### src/rtl/mips_pkg.sv
// Shared encodings for the MIPS datapath and its controllers: opcodes, functs,
// select enums, ALU operations and the multicycle FSM state set. Honours MIPS_JAL_EN.
package mips_pkg;

   localparam logic [5:0] OP_RTYPE = 6'b000000;
   localparam logic [5:0] OP_J     = 6'b000010;
   localparam logic [5:0] OP_JAL   = 6'b000011;
   localparam logic [5:0] OP_BEQ   = 6'b000100;
   localparam logic [5:0] OP_ADDI  = 6'b001000;
   localparam logic [5:0] OP_LW    = 6'b100011;
   localparam logic [5:0] OP_SW    = 6'b101011;

   localparam logic [5:0] F_SLL = 6'b000000;
   localparam logic [5:0] F_SRL = 6'b000010;
   localparam logic [5:0] F_ADD = 6'b100000;
   localparam logic [5:0] F_SUB = 6'b100010;
   localparam logic [5:0] F_AND = 6'b100100;
   localparam logic [5:0] F_OR  = 6'b100101;
   localparam logic [5:0] F_SLT = 6'b101010;

   typedef enum logic [3:0] {
      ALU_AND = 4'b0000,
      ALU_OR  = 4'b0001,
      ALU_ADD = 4'b0010,
      ALU_SUB = 4'b0110,
      ALU_SLT = 4'b0111,
      ALU_SLL = 4'b1000,
      ALU_SRL = 4'b1001
   } alu_ctrl_t;

   typedef enum logic [1:0] {
      SRCB_RT    = 2'd0,
      SRCB_FOUR  = 2'd1,
      SRCB_IMM   = 2'd2,
      SRCB_IMMSH = 2'd3
   } srcb_t;

   typedef enum logic [1:0] {
      PCSRC_ALU    = 2'd0,
      PCSRC_ALUOUT = 2'd1,
      PCSRC_JUMP   = 2'd2
   } pcsrc_t;

   typedef enum logic [1:0] {
      DST_RT = 2'd0,
      DST_RD = 2'd1,
      DST_RA = 2'd2
   } regdst_t;

   typedef enum logic [1:0] {
      M2R_ALUOUT = 2'd0,
      M2R_MDR    = 2'd1,
      M2R_PC     = 2'd2
   } memtoreg_t;

   typedef enum logic [3:0] {
      S_FETCH,
      S_DECODE,
      S_MEMADR,
      S_MEMRD,
      S_MEMWB,
      S_MEMWR,
      S_RTYPE_EX,
      S_RTYPE_WB,
      S_ADDI_EX,
      S_ADDI_WB,
      S_BRANCH,
      S_JUMP,
      S_JAL
   } state_t;

   // Moore control word held in a register alongside the state.
   typedef struct packed {
      logic      memreq;
      logic      memwe;
      logic      iord;
      logic      irwrite;
      logic      pcwrite;
      logic      branch;
      logic      regwrite;
      logic      done;
      regdst_t   regdst;
      memtoreg_t memtoreg;
      logic      alusrca;
      srcb_t     alusrcb;
      pcsrc_t    pcsrc;
      alu_ctrl_t alu;
   } ctrl_t;

   function automatic logic opcode_known(input logic [5:0] op);
      logic known;
      case (op)
         OP_RTYPE, OP_J, OP_BEQ, OP_ADDI, OP_LW, OP_SW: known = 1'b1;
`ifdef MIPS_JAL_EN
         OP_JAL:                                       known = 1'b1;
`endif
         default:                                      known = 1'b0;
      endcase
      return known;
   endfunction

endpackage

### src/rtl/mips_mc_ctrl_if.sv
// Unified instruction/data memory handshake between the multicycle controller
// (master) and the memory (slave).
interface mips_mc_ctrl_if;
   logic mem_req;
   logic mem_we;
   logic mem_ready;

   modport master (output mem_req, output mem_we, input mem_ready);
   modport slave  (input mem_req, input mem_we, output mem_ready);
endinterface

### src/rtl/mips_alu_dec.sv
// R-type funct to ALU operation decoder; flags functs the datapath cannot execute.
module mips_alu_dec
   import mips_pkg::*;
(
   input  logic [5:0] funct,
   output alu_ctrl_t  alu_ctrl,
   output logic       bad
);

   always_comb begin
      alu_ctrl = ALU_ADD;
      bad      = 1'b0;
      case (funct)
         F_ADD:   alu_ctrl = ALU_ADD;
         F_SUB:   alu_ctrl = ALU_SUB;
         F_AND:   alu_ctrl = ALU_AND;
         F_OR:    alu_ctrl = ALU_OR;
         F_SLT:   alu_ctrl = ALU_SLT;
         F_SLL:   alu_ctrl = ALU_SLL;
         F_SRL:   alu_ctrl = ALU_SRL;
         default: bad      = 1'b1;
      endcase
   end

endmodule

### src/rtl/mips_mc_ctrl.sv
// Multicycle MIPS control FSM sharing one memory port through a req/ready handshake.
// Define MIPS_JAL_EN to add the jal instruction (r31 link write).
module mips_mc_ctrl
   import mips_pkg::*;
(
   input  logic              clk,
   input  logic              reset,
   input  logic [5:0]        opcode,
   input  logic [5:0]        funct,
   input  logic              zero,
   mips_mc_ctrl_if.master    mem,
   output logic              IorD,
   output logic              IRWrite,
   output logic              PCEn,
   output logic              RegWrite,
   output logic [1:0]        RegDst,
   output logic [1:0]        MemtoReg,
   output logic              ALUSrcA,
   output logic [1:0]        ALUSrcB,
   output logic [1:0]        PCSrc,
   output logic [3:0]        ALUControl,
   output logic              instr_done,
   output logic              illegal_op
);

`ifdef MIPS_JAL_EN
   localparam logic [1:0] SELMASK = 2'b11;
`else
   localparam logic [1:0] SELMASK = 2'b01;
`endif

   state_t    state;
   state_t    nxt;
   ctrl_t     ctl;
   alu_ctrl_t rt_alu;
   logic      funct_bad;
   logic      illegal;
   logic      run;
   logic      grant;

   mips_alu_dec u_alu_dec (
      .funct    (funct),
      .alu_ctrl (rt_alu),
      .bad      (funct_bad)
   );

   function automatic ctrl_t state_ctrl(input state_t s, input alu_ctrl_t rtop);
      ctrl_t c;
      c = '0;
      case (s)
         S_FETCH: begin
            c.memreq  = 1'b1;
            c.irwrite = 1'b1;
            c.pcwrite = 1'b1;
            c.alusrcb = SRCB_FOUR;
            c.alu     = ALU_ADD;
            c.pcsrc   = PCSRC_ALU;
         end
         S_DECODE: begin
            c.alusrcb = SRCB_IMMSH;
            c.alu     = ALU_ADD;
         end
         S_MEMADR: begin
            c.alusrca = 1'b1;
            c.alusrcb = SRCB_IMM;
            c.alu     = ALU_ADD;
         end
         S_MEMRD: begin
            c.memreq = 1'b1;
            c.iord   = 1'b1;
         end
         S_MEMWB: begin
            c.regwrite = 1'b1;
            c.regdst   = DST_RT;
            c.memtoreg = M2R_MDR;
            c.done     = 1'b1;
         end
         S_MEMWR: begin
            c.memreq = 1'b1;
            c.memwe  = 1'b1;
            c.iord   = 1'b1;
            c.done   = 1'b1;
         end
         S_RTYPE_EX: begin
            c.alusrca = 1'b1;
            c.alusrcb = SRCB_RT;
            c.alu     = rtop;
         end
         S_RTYPE_WB: begin
            c.regwrite = 1'b1;
            c.regdst   = DST_RD;
            c.memtoreg = M2R_ALUOUT;
            c.done     = 1'b1;
         end
         S_ADDI_EX: begin
            c.alusrca = 1'b1;
            c.alusrcb = SRCB_IMM;
            c.alu     = ALU_ADD;
         end
         S_ADDI_WB: begin
            c.regwrite = 1'b1;
            c.regdst   = DST_RT;
            c.memtoreg = M2R_ALUOUT;
            c.done     = 1'b1;
         end
         S_BRANCH: begin
            c.alusrca = 1'b1;
            c.alusrcb = SRCB_RT;
            c.alu     = ALU_SUB;
            c.pcsrc   = PCSRC_ALUOUT;
            c.branch  = 1'b1;
            c.done    = 1'b1;
         end
         S_JUMP: begin
            c.pcwrite = 1'b1;
            c.pcsrc   = PCSRC_JUMP;
            c.done    = 1'b1;
         end
         S_JAL: begin
            c.pcwrite  = 1'b1;
            c.pcsrc    = PCSRC_JUMP;
            c.regwrite = 1'b1;
            c.regdst   = DST_RA;
            c.memtoreg = M2R_PC;
            c.done     = 1'b1;
         end
         default: ;
      endcase
      return c;
   endfunction

   // An R-type with an unknown funct is rejected here so no write-back state is entered.
   assign illegal = !opcode_known(opcode) || ((opcode == OP_RTYPE) && funct_bad);

   always_comb begin
      nxt = state;
      case (state)
         S_FETCH:    if (mem.mem_ready) nxt = S_DECODE;
         S_DECODE: begin
            if (illegal) begin
               nxt = S_FETCH;
            end else begin
               case (opcode)
                  OP_LW, OP_SW: nxt = S_MEMADR;
                  OP_RTYPE:     nxt = S_RTYPE_EX;
                  OP_BEQ:       nxt = S_BRANCH;
                  OP_ADDI:      nxt = S_ADDI_EX;
                  OP_J:         nxt = S_JUMP;
`ifdef MIPS_JAL_EN
                  OP_JAL:       nxt = S_JAL;
`endif
                  default:      nxt = S_FETCH;
               endcase
            end
         end
         S_MEMADR:   nxt = (opcode == OP_LW) ? S_MEMRD : S_MEMWR;
         S_MEMRD:    if (mem.mem_ready) nxt = S_MEMWB;
         S_MEMWR:    if (mem.mem_ready) nxt = S_FETCH;
         S_RTYPE_EX: nxt = S_RTYPE_WB;
         S_ADDI_EX:  nxt = S_ADDI_WB;
         default:    nxt = S_FETCH;
      endcase
   end

   // The control word is registered together with the state it belongs to.
   always_ff @(posedge clk) begin
      if (reset) begin
         state <= S_FETCH;
         ctl   <= state_ctrl(S_FETCH, ALU_ADD);
      end else begin
         state <= nxt;
         ctl   <= state_ctrl(nxt, rt_alu);
      end
   end

   // In memory states the write enables and done wait for mem_ready.
   assign run   = ~reset;
   assign grant = ~ctl.memreq | mem.mem_ready;

   assign mem.mem_req = run & ctl.memreq;
   assign mem.mem_we  = run & ctl.memwe;
   assign IorD        = run & ctl.iord;
   assign IRWrite     = run & ctl.irwrite & grant;
   assign PCEn        = run & ((ctl.pcwrite & grant) | (ctl.branch & zero));
   assign RegWrite    = run & ctl.regwrite & grant;
   assign RegDst      = run ? (ctl.regdst & SELMASK) : 2'b00;
   assign MemtoReg    = run ? (ctl.memtoreg & SELMASK) : 2'b00;
   assign ALUSrcA     = run & ctl.alusrca;
   assign ALUSrcB     = run ? ctl.alusrcb : 2'b00;
   assign PCSrc       = run ? ctl.pcsrc : 2'b00;
   assign ALUControl  = run ? ctl.alu : 4'b0000;
   assign instr_done  = run & ctl.done & grant;
   assign illegal_op  = run & (state == S_DECODE) & illegal;

endmodule

### src/flat_wrapper.sv
// flat-port wrapper written by rule: the top's interface ports become plain ports
module mips_mc_ctrl_flat import mips_pkg::*;
  (clk, reset, opcode, funct, zero, IorD, IRWrite, PCEn, RegWrite, RegDst, MemtoReg, ALUSrcA, ALUSrcB, PCSrc, ALUControl, instr_done, illegal_op, mem_mem_req, mem_mem_we, mem_mem_ready);
  mips_mc_ctrl_if mem_i ();
  input  logic clk;
  input  logic reset;
  input  logic [5:0] opcode;
  input  logic [5:0] funct;
  input  logic zero;
  output logic IorD;
  output logic IRWrite;
  output logic PCEn;
  output logic RegWrite;
  output logic [1:0] RegDst;
  output logic [1:0] MemtoReg;
  output logic ALUSrcA;
  output logic [1:0] ALUSrcB;
  output logic [1:0] PCSrc;
  output logic [3:0] ALUControl;
  output logic instr_done;
  output logic illegal_op;
  output wire logic [$bits(mem_i.mem_req)-1:0] mem_mem_req;
  output wire logic [$bits(mem_i.mem_we)-1:0] mem_mem_we;
  input wire logic [$bits(mem_i.mem_ready)-1:0] mem_mem_ready;
  assign mem_mem_req = mem_i.mem_req;
  assign mem_mem_we = mem_i.mem_we;
  assign mem_i.mem_ready = mem_mem_ready;
  mips_mc_ctrl u_core (.clk(clk), .reset(reset), .opcode(opcode), .funct(funct), .zero(zero), .mem(mem_i), .IorD(IorD), .IRWrite(IRWrite), .PCEn(PCEn), .RegWrite(RegWrite), .RegDst(RegDst), .MemtoReg(MemtoReg), .ALUSrcA(ALUSrcA), .ALUSrcB(ALUSrcB), .PCSrc(PCSrc), .ALUControl(ALUControl), .instr_done(instr_done), .illegal_op(illegal_op));
endmodule
### config.mk
export PLATFORM = sky130hd
export DESIGN_NAME = mips_mc_ctrl_flat
export DESIGN_NICKNAME = d
export VERILOG_FILES = /design/src/rtl/mips_pkg.sv /design/src/rtl/mips_mc_ctrl_if.sv /design/src/rtl/mips_alu_dec.sv /design/src/rtl/mips_mc_ctrl.sv /design/src/flat_wrapper.sv
export SDC_FILE = /design/constraint.sdc
export NUM_CORES = 1
export LEC_CHECK = 0
export ABC_AREA = 0
export CAP_MARGIN = 30
export CORE_ASPECT_RATIO = 1.4
export CORE_MARGIN = 1
export CORE_UTILIZATION = 44
export CTS_CLUSTER_DIAMETER = 40
export DETAILED_ROUTE_END_ITERATION = 8
export PLACE_DENSITY = 0.81
export SLEW_MARGIN = 20
export SYNTH_ARGS = -nofsm -noshare
export SYNTH_HDL_FRONTEND = slang
export SYNTH_SLANG_ARGS = --single-unit
### constraint.sdc
create_clock -name clk -period 2.55 [get_ports clk]
set_clock_uncertainty 0.15 [all_clocks]
set_input_delay 0.51 -clock clk [delete_from_list [all_inputs] [get_ports clk]]
set_output_delay 0.51 -clock clk [all_outputs]
set_load 0.05 [all_outputs]
* Word level (Yosys, flattened, before mapping)
Index checks and enable logic that the tools add are counted.
** Word-level totals
- Register bits :: 23
- Output and inout bits :: 21
** Operators by class
- Equality and inequality tests :: 29
- Muxes and demuxes :: 28
- Bitwise logic cells :: 19
- Reductions and logical operators :: 19
** Operators by type and width (number)
- == test 6 bit, second input constant :: 7
- case mux 4 bit (7 select lines) :: 1
- == test 4 x 3 -> 1 bit, second input constant :: 6
- == test 4 bit, second input constant :: 6
- case mux 4 bit (6 select lines) :: 1
- 2-to-1 mux 4 bit :: 5
- case mux 4 bit (5 select lines) :: 1
- == test 4 x 2 -> 1 bit, second input constant :: 4
- AND 1 bit :: 15
- OR reduction 7 bit :: 2
- 2-to-1 mux 1 bit :: 13
- == test 6 x 2 -> 1 bit, second input constant :: 2
- logical NOT 6 bit :: 2
- case mux 4 bit (3 select lines) :: 1
- OR reduction 4 bit :: 3
- case mux 3 bit (3 select lines) :: 1
- == test 4 x 1 -> 1 bit, second input constant :: 2
- logical NOT 4 bit :: 2
- OR reduction 2 bit :: 4
- == test 6 x 3 -> 1 bit, second input constant :: 1
- == test 6 x 4 -> 1 bit, second input constant :: 1
- case mux 2 bit (3 select lines) :: 1
- OR reduction 3 bit :: 2
- OR reduction 6 bit :: 1
- other kinds (8) :: 11

* Logic depth before layout (Yosys ltp)
Gate-level depths: netlist of run 1.
- Word-level depth :: 10
- Gate-level depth with buffers :: 8
- Gate-level depth less buffers :: 6

* Modules after synthesis
Synthesis of run 1 repeated with hierarchy kept, for this count alone.
** Second synthesis, totals
- Cells, all modules :: 159
- Area, all modules :: 1373.8 um^2
** By module, submodules not included
- mips_mc_ctrl :: instances 1, cells an instance 145, area each 1271.2 um^2, sequential area each 440.4 um^2
- mips_alu_dec :: instances 1, cells an instance 14, area each 102.6 um^2, sequential area each 0.0 um^2

* Worst setup path before layout of run 1
No wires, ideal clock.
- Path kind :: in2out
- Start point :: input port opcode[0]
- End point :: output port illegal_op
- Arrival time :: 2382 ps
- Slack :: -492 ps
- Cell stages on the path :: 5
- Cells stage by stage :: or3_4 > nor4_4 > nor2b_2 > nor3_1 > nor3_1
** Between the ends
- Cells in the longest elaborated chain, start to end :: 6
** RTL lines
- from (decl) :: RTL line flat_wrapper.sv:7 : input logic [5:0] opcode;
- == test 6 bit, or another cell as far along :: RTL line mips_pkg.sv:92 : case (op)
- OR reduction 6 bit :: RTL line mips_pkg.sv:92
- 2-to-1 mux 1 bit :: RTL line mips_pkg.sv:92
- logical NOT 1 bit :: RTL line mips_mc_ctrl.sv:133 : assign illegal = !opcode_known(opcode) || ((opcode == OP_RTYPE) && funct_bad);
- logical OR 1 bit * :: RTL line mips_mc_ctrl.sv:133
- AND 1 bit * :: RTL line mips_mc_ctrl.sv:193 : assign illegal_op = run & (state == S_DECODE) & illegal;
- to (decl) :: RTL line flat_wrapper.sv:21 : output logic illegal_op;
Every way passes the cells marked *; elsewhere a longest branch is shown, timed or not.

* Worst setup path after layout of run 1
- Start point :: input port opcode[3]
- End point :: output port illegal_op
Same word-level chain as after synthesis.

==> summary.md, run 1 <==
| Metric | Value |
|---|---|
| Area fraction of the dominant cell type after synthesis | `0.332` |
| Power Density | `roughly 400 nW/um^2` |
| Worst slew margin | `0.667` |
| Clk pwr share | `0.359` |
| DP Worst Slack | `-0.327 ns` |
| Post-layout net count | `around 240` |
| Largest net degree at the start of global routing | `39` |
| ANT cells | `0` |
| Max Cap Violations | `0` |
| Yosys warns | `0` |
| Synth area leader | `dfxtp_1` |
| Die Width | `48.4 um` |
| Combinational power share | `0.240` |
| GRT Resource Usage Total | `0.241` |
| Final wirelength | `~3700 um` |
| Critical path class | `input pin to output pin` |
| I/O pin count | `37` |
| Initial Util | `0.461` |
| Vias in the first global route | `1,387` |
| Final hold vios | `0` |
| Iter 0 DRT Violations | `50` |
| Number of buffers created by CTS | `3` |
| Crit path capture | `illegal_op` |
| Reg2reg path depth | `6` |
| Overall die height | `about 67 um` |
| CTS tree | `done` |
| First-pass GRT wire length | `~6000 um` |
| Final worst slack | `0.0633 ns` |
| Min-delay src | `funct[0]` |
| Reg clk slew, reported paths | `approximately 0.08 ns` |
| Clock Path Buffers | `2` |
| Reported leakage power | `about 0.86 nW` |
| Synthesized area per cell | `around 8.2 um^2` |
| Initial antenna violation count | `0` |
| Synth unique cells | `50` |
| Grt ovf | `0` |
| Maximum vdd drop | `about 0.22 mV` |
| Hold buffer count at cts | `0` |
| Multi-input gate area | `~850 um^2` |
| # fillers | `between 200 and 250` |
| Unrepaired setup endpoints after global routing | `false` |
| FF-to-FF End | `u_core.ctl[13]$_SDFF_PP0_` |
| Status | `finished clean` |
| Synth top area cells | `dfxtp_1 (33%), nor2b_1 (8.0%), nor2_1 (4.5%)` |
| Crit path required time | `roughly 1.9 ns` |
| FF-to-FF Start | `u_core.state[0]$_SDFF_PP0_` |
| FF/Latch Area | `440 um^2` |
| Area grow syn2layout | `64.5%` |
| Residual DRC | `0` |
| Total core area | `around 2900 um^2` |
| Post-Syn Instances | `between 150 and 200` |
| Die area | `~3200 um^2` |
| PortBufs | `34` |
| Synth Cell Area | `1330 um^2` |
| Register bit total from synthesis | `22` |
| Via count | `about 1.4k` |
| CP Launch Point | `opcode[3]` |
| Flop2flop setup slack | `roughly 0.17 ns` |
| Final Setup Violations | `0` |
| Pins Over Slew Limit | `0` |
| Register area share after synthesis | `0.332` |
| Worst hold margin | `between 0.4 and 0.5 ns` |
| Detailed Place HPWL | `~2700 um` |
| CP endpoint kind | `output pin` |
| Psw | `around 0.00023 W` |
| Design area | `2180 um^2` |
| Ys async rst share | `0` |
| Power consumption | `around 0.00089 W` |
| CTS Root Cell | `clkbuf_8` |
| Fmax | `0.402 GHz` |
| Tmin final | `2.49 ns` |
| DP Area | `2070 um^2` |
| Drt pass-1 iters | `4` |
| H-tree levels | `1` |
| Least-Margin Pin Slew | `about 0.5 ns` |
| Layout cell share with drive strength beyond 1 | `0.347` |
| Core Rows | `23` |
| Worst Path Arrival | `1.83 ns` |
| Pint | `between 0.0006 and 0.0007 W` |
| Crit path max fanout | `5` |
| Hold Crit Class | `input pin to flop` |
| Startpoint Class | `input pin` |
| Worst skew pair latency | `approximately 0.27 ns` |
| Most used DFF post-synth | `dfxtp_1` |
| DR WL/cell | `roughly 15 um` |
| Post-route ant nets | `0` |
| Switching Fraction | `0.257` |
| Post-synth EDFFs | `0` |
| Via density | `5.57` |
| Final Cycle Share | `0.975` |
| Sequential power share | `0.401` |
| Clock sinks | `22` |
| Routability Congestion | `0.856` |
==> worst max-delay path, cell delays in order <==
cell and delay [ns]:
clkdlybuf4s15_1 0.24, buf_4 0.18, nor4_4 0.28, nor2b_4 0.24, nor3_4 0.06, nor3_4 0.15, buf_12 0.16
==> metal layers <==
layer	GRT usage	wire length, um	vias to the layer above
li1	-	-	693
met1	0.233	1320	671
met2	0.509	2220	55
met3	0.0228	124	7
met4	0.107	64	0
met5	0	0	-
==> through the flow <==
stage / TNS (ns) / util / std cells
after CTS: -0.0773 / 0.760 / 256
after global routing: 0 / 0.758 / 256
after detailed placement: -3.26 / 0.720 / 250
final: 0 / 0.758 / 256
after global placement: -2.10 / 0.720 / 250
after floorplan: 0 / - / 162
==> what timing repair did <==
item	in CTS	in global routing
endpoints found under the hold margin	0	0
buffers inserted	2	0
endpoints found under the setup margin	6	3
gates resized for setup	31	10
cloned	0	0
pin swaps	5	6
==> sequential cells by signal, indices dropped and copies added (netlist names) <==
name / cells
u_core.ctl: 18
u_core.state: 4
==> worst min path at each step <==
stage / to / slack, ns / cells after the start
floorplan: u_core.ctl[5]$_SDFF_PP0_ / 0.41 / 2
CTS: u_core.ctl[5]$_SDFF_PP0_ / 0.53 / 4
global placement: u_core.ctl[11]$_SDFF_PP0_ / 0.49 / 2
global route: u_core.ctl[0]$_SDFF_PP0_ / 0.49 / 3
finish: u_core.ctl[0]$_SDFF_PP0_ / 0.46 / 3
detailed placement: u_core.ctl[14]$_SDFF_PP0_ / 0.50 / 2
==> cell families (layout without fill, tap and decap cells) <==
logic type | count (synthesis) | count (layout) | share of synthesized area
xor+xnor | 3 | 3 | 0.0198
simple gates | 90 | 90 | 0.411
compound gates | 28 | 28 | 0.161
flops | 22 | 22 | 0.332
buf+inv | 16 | 73 | 0.0651
fa+ha+maj | 1 | 1 | 0.00755
other cells | 1 | 2 | 0.00283
==> cells in the mapped netlist, drive strengths merged, types with 4 or more instances <==
master  instances
nand3           5
nor3           11
inv             5
o21ai           5
dfxtp          22
nor2           16
nor2b          18
or3             9
a21oi           4
nand2           7
or2             4
buf             7
clkbuf          4
a31oi           4
==> placed cells by master (no fill, tap or decap), types with 4 or more instances in the layout <==
cell | Yosys | layout
nor2b_1 | 17 | 17
nor2_1 | 16 | 16
or3_1 | 7 | 6
buf_4 | 2 | 29
dfxtp_1 | 22 | 22
nand3_1 | 5 | 5
buf_12 | 0 | 20
nor3_1 | 10 | 8
o21ai_0 | 4 | 4
a21oi_1 | 4 | 4
nand2_1 | 7 | 7
inv_1 | 5 | 5
a31oi_1 | 4 | 4
==> power groups by stage <==
stage | Sequential [W] | Clock, W | Combinational, W
after global routing | 0.000359 | 0.000338 | 0.000227
final | 0.000358 | 0.000321 | 0.000215
after CTS | 0.000358 | 0.000319 | 0.000214
after floorplan | 0.000362 | 0 | 0.000102
after detailed placement | 0.000366 | 0 | 0.000210
after global placement | 0.000365 | 0 | 0.000202
==> cell type report <==
type | count | share of cell area
clock buffers | 3 | 0.0189
inverters | 5 | 0.00860
multi-input cells | 124 | 0.392
well taps | 37 | 0.0212
clock inverters | 1 | 0.0138
repair buffers | 64 | 0.344
flip-flops and latches | 22 | 0.202
Note: power is estimated with default switching activity, not from simulation.
==> run 2, diff against run 1 <==
Settings changed: RECOVER_POWER set to 100, SLEW_MARGIN 20 to not set.
==> summary.md, run 2 (synthesized netlist as in run 1, its figures left out) <==
| Metric | Value |
|---|---|
| Status | `finished clean` |
| Reg with most FFs | `u_core.ctl` |
| Power Density | `between 400 and 500 nW/um^2` |
| Initial Util | `0.461` |
| Largest net degree at the start of global routing | `39` |
| Fmax | `around 0.4 GHz` |
| Reported leakage power | `approximately 0.95 nW` |
| FF-to-FF End | `u_core.ctl[13]$_SDFF_PP0_` |
| Area grow syn2layout | `53.8%` |
| Crit path required time | `around 1.9 ns` |
| Final worst slack | `about 0.067 ns` |
| Final hold vios | `0` |
| DR WL/cell | `14.9 um` |
| Layout cell share with drive strength beyond 1 | `0.274` |
| Via count | `1,419` |
| Residual DRC | `0` |
| Cell Count, Final, Fillers Out | `around 260` |
| Routability Congestion | `approximately 0.86` |
| Setup TNS Final | `0 ns` |
| Least-Margin Pin Slew | `0.599 ns` |
| Slowest CP cell | `nor4_4` |
| GRT Resource Usage Total | `0.241` |
| Final Setup Violations | `0` |
| Detailed Place HPWL | `between 2000 and 3000 um` |
| CTS tree | `done` |
| Crit path max fanout | `5` |
| Reg2reg path depth | `6` |
| PortBufs | `34` |
| Worst slew margin | `0.602` |
| Placed instance count | `250` |
| Iter 0 DRT Violations | `65` |
| Tmin final | `2.48 ns` |
| DP Worst Slack | `-0.327 ns` |
| CP endpoint kind | `output pin` |
| Drt pass-1 iters | `4` |
| Hold buffer count at cts | `0` |
| Total core area | `~2900 um^2` |
| Worst Path Arrival | `1.82 ns` |
| Critical path class | `input pin to output pin` |
| Vias in the first global route | `between 1k and 1.5k` |
| Die area | `3240 um^2` |
| Final Core Density | `0.709` |
| Clock sinks | `22` |
| Clock Path Buffers | `2` |
| Overall die height | `67.0 um` |
| Leading cell types in the layout, fill and taps excluded | `buf_4 (26), dfxtp_1 (22), nor2b_1 (17)` |
| Final Cycle Share | `0.974` |
| Hold Crit Class | `input pin to flop` |
| Post-layout net count | `236` |
| Number of buffers created by CTS | `3` |
| Power consumption | `0.000879 W` |
| Grt ovf | `0` |
| I/O pin count | `37` |
| Pins Over Slew Limit | `0` |
| CTS Root Cell | `clkbuf_8` |
| CP cell instances | `clkdlybuf4s15_1 -> buf_4 -> nor4_4 -> nor2b_4 -> nor3_4 -> nor3_4 -> buf_12` |
| Max reg flops | `18` |
| Worst path max stage delay | `~0.28 ns` |
| Reg clk slew, reported paths | `about 0.080 ns` |
| Post-route ant nets | `0` |
| Most common cell on crit path | `nor3_4` |
| Die Width | `about 48 um` |
| H-tree levels | `1` |
| Min-delay src | `funct[0]` |
| Maximum vdd drop | `between 0.2 and 0.25 mV` |
| Largest regs | `u_core.ctl x18, u_core.state x4` |
| Via density | `between 5 and 6` |
| Worst Hold Path EP | `u_core.ctl[0]$_SDFF_PP0_` |
| ANT cells | `0` |
| Initial antenna violation count | `0` |
| Worst skew pair latency | `0.27 ns` |
| FF-to-FF Start | `u_core.state[0]$_SDFF_PP0_` |
| Final wirelength | `3800 um` |
| First-pass GRT wire length | `6060 um` |
| Most common cell after layout, fill and taps aside | `buf_4` |
| Startpoint Class | `input pin` |
| Flop2flop setup slack | `0.08 ns` |
| Max Cap Violations | `0` |
| Unrepaired setup endpoints after global routing | `false` |
| Core Rows | `23` |
| Hold Path Cell Cnt | `3` |
run 2: cell types whose count changed in the layout (fill, tap and decap cells not counted), sizes merged:
cell | before | now
clkbuf | 6 | 12
dlymetal6s2s | 1 | 12
buf | 52 | 35
run 2: where the power goes:
part | leakage (nW) | switching [W] | total [W] | internal, W
Clock | 0.0357 | 0.000114 | 0.000324 | 0.000210
Combinational | 0.740 | 0.000108 | 0.000197 | 0.0000883
Sequential | 0.179 | 0.00000687 | 0.000358 | 0.000352
Total | 0.955 | 0.000229 | 0.000879 | 0.000650
run 2: how the worst max path moves through the flow:
stage | from | to | slack, ns
3_3_place_gp | funct[1] | illegal_op | -0.26
2_1_floorplan | opcode[0] | illegal_op | 0.12
3_5_place_dp | opcode[5] | u_core.ctl[1]$_SDFF_PP1_ | -0.33
5_1_grt | opcode[3] | illegal_op | 0.0002
4_1_cts | opcode[5] | illegal_op | -0.08
6_report | opcode[3] | illegal_op | 0.07
run 2: routing by layer:
layer | vias to the layer above | wire (um) | GRT usage
li1 | 691 | - | -
met1 | 683 | 1440 | 0.233
met2 | 36 | 2210 | 0.509
met3 | 9 | 86 | 0.0228
met4 | 0 | 65 | 0.107
met5 | - | 0 | 0
run 2: timing repair:
| item | 4_1_cts | 5_1_grt |
|---|---|---|
| setup buffers | 2 | 0 |
| gates cloned | 0 | 0 |
| gates resized for setup | 31 | 10 |
| endpoints found under the setup margin | 6 | 3 |
| pin swaps | 5 | 6 |
run 2: layout make-up:
type,instances,area (um^2)
multi-input combinational,124,850
fill,240,838
timing repair buffer,64,613
sequential,22,440
tap,37,46.3
clock buffer,3,41.3
clock inverter,1,30.0
inverter,5,18.8
run 2: per-stage QoR:
stage | instance area [um^2] | hold slack, ns
6_report | 2040 | 0.462
5_1_grt | 2040 | 0.486
4_1_cts | 2190 | 0.527
3_5_place_dp | 2070 | 0.503
3_3_place_gp | 2070 | 0.488
2_1_floorplan | 1340 | 0.412
run 2: critical path: cells and delay by family:
kind / cells / cell delay (ns)
buffers and inverters: 3 / 0.57
and+or+nand+nor: 4 / 0.73
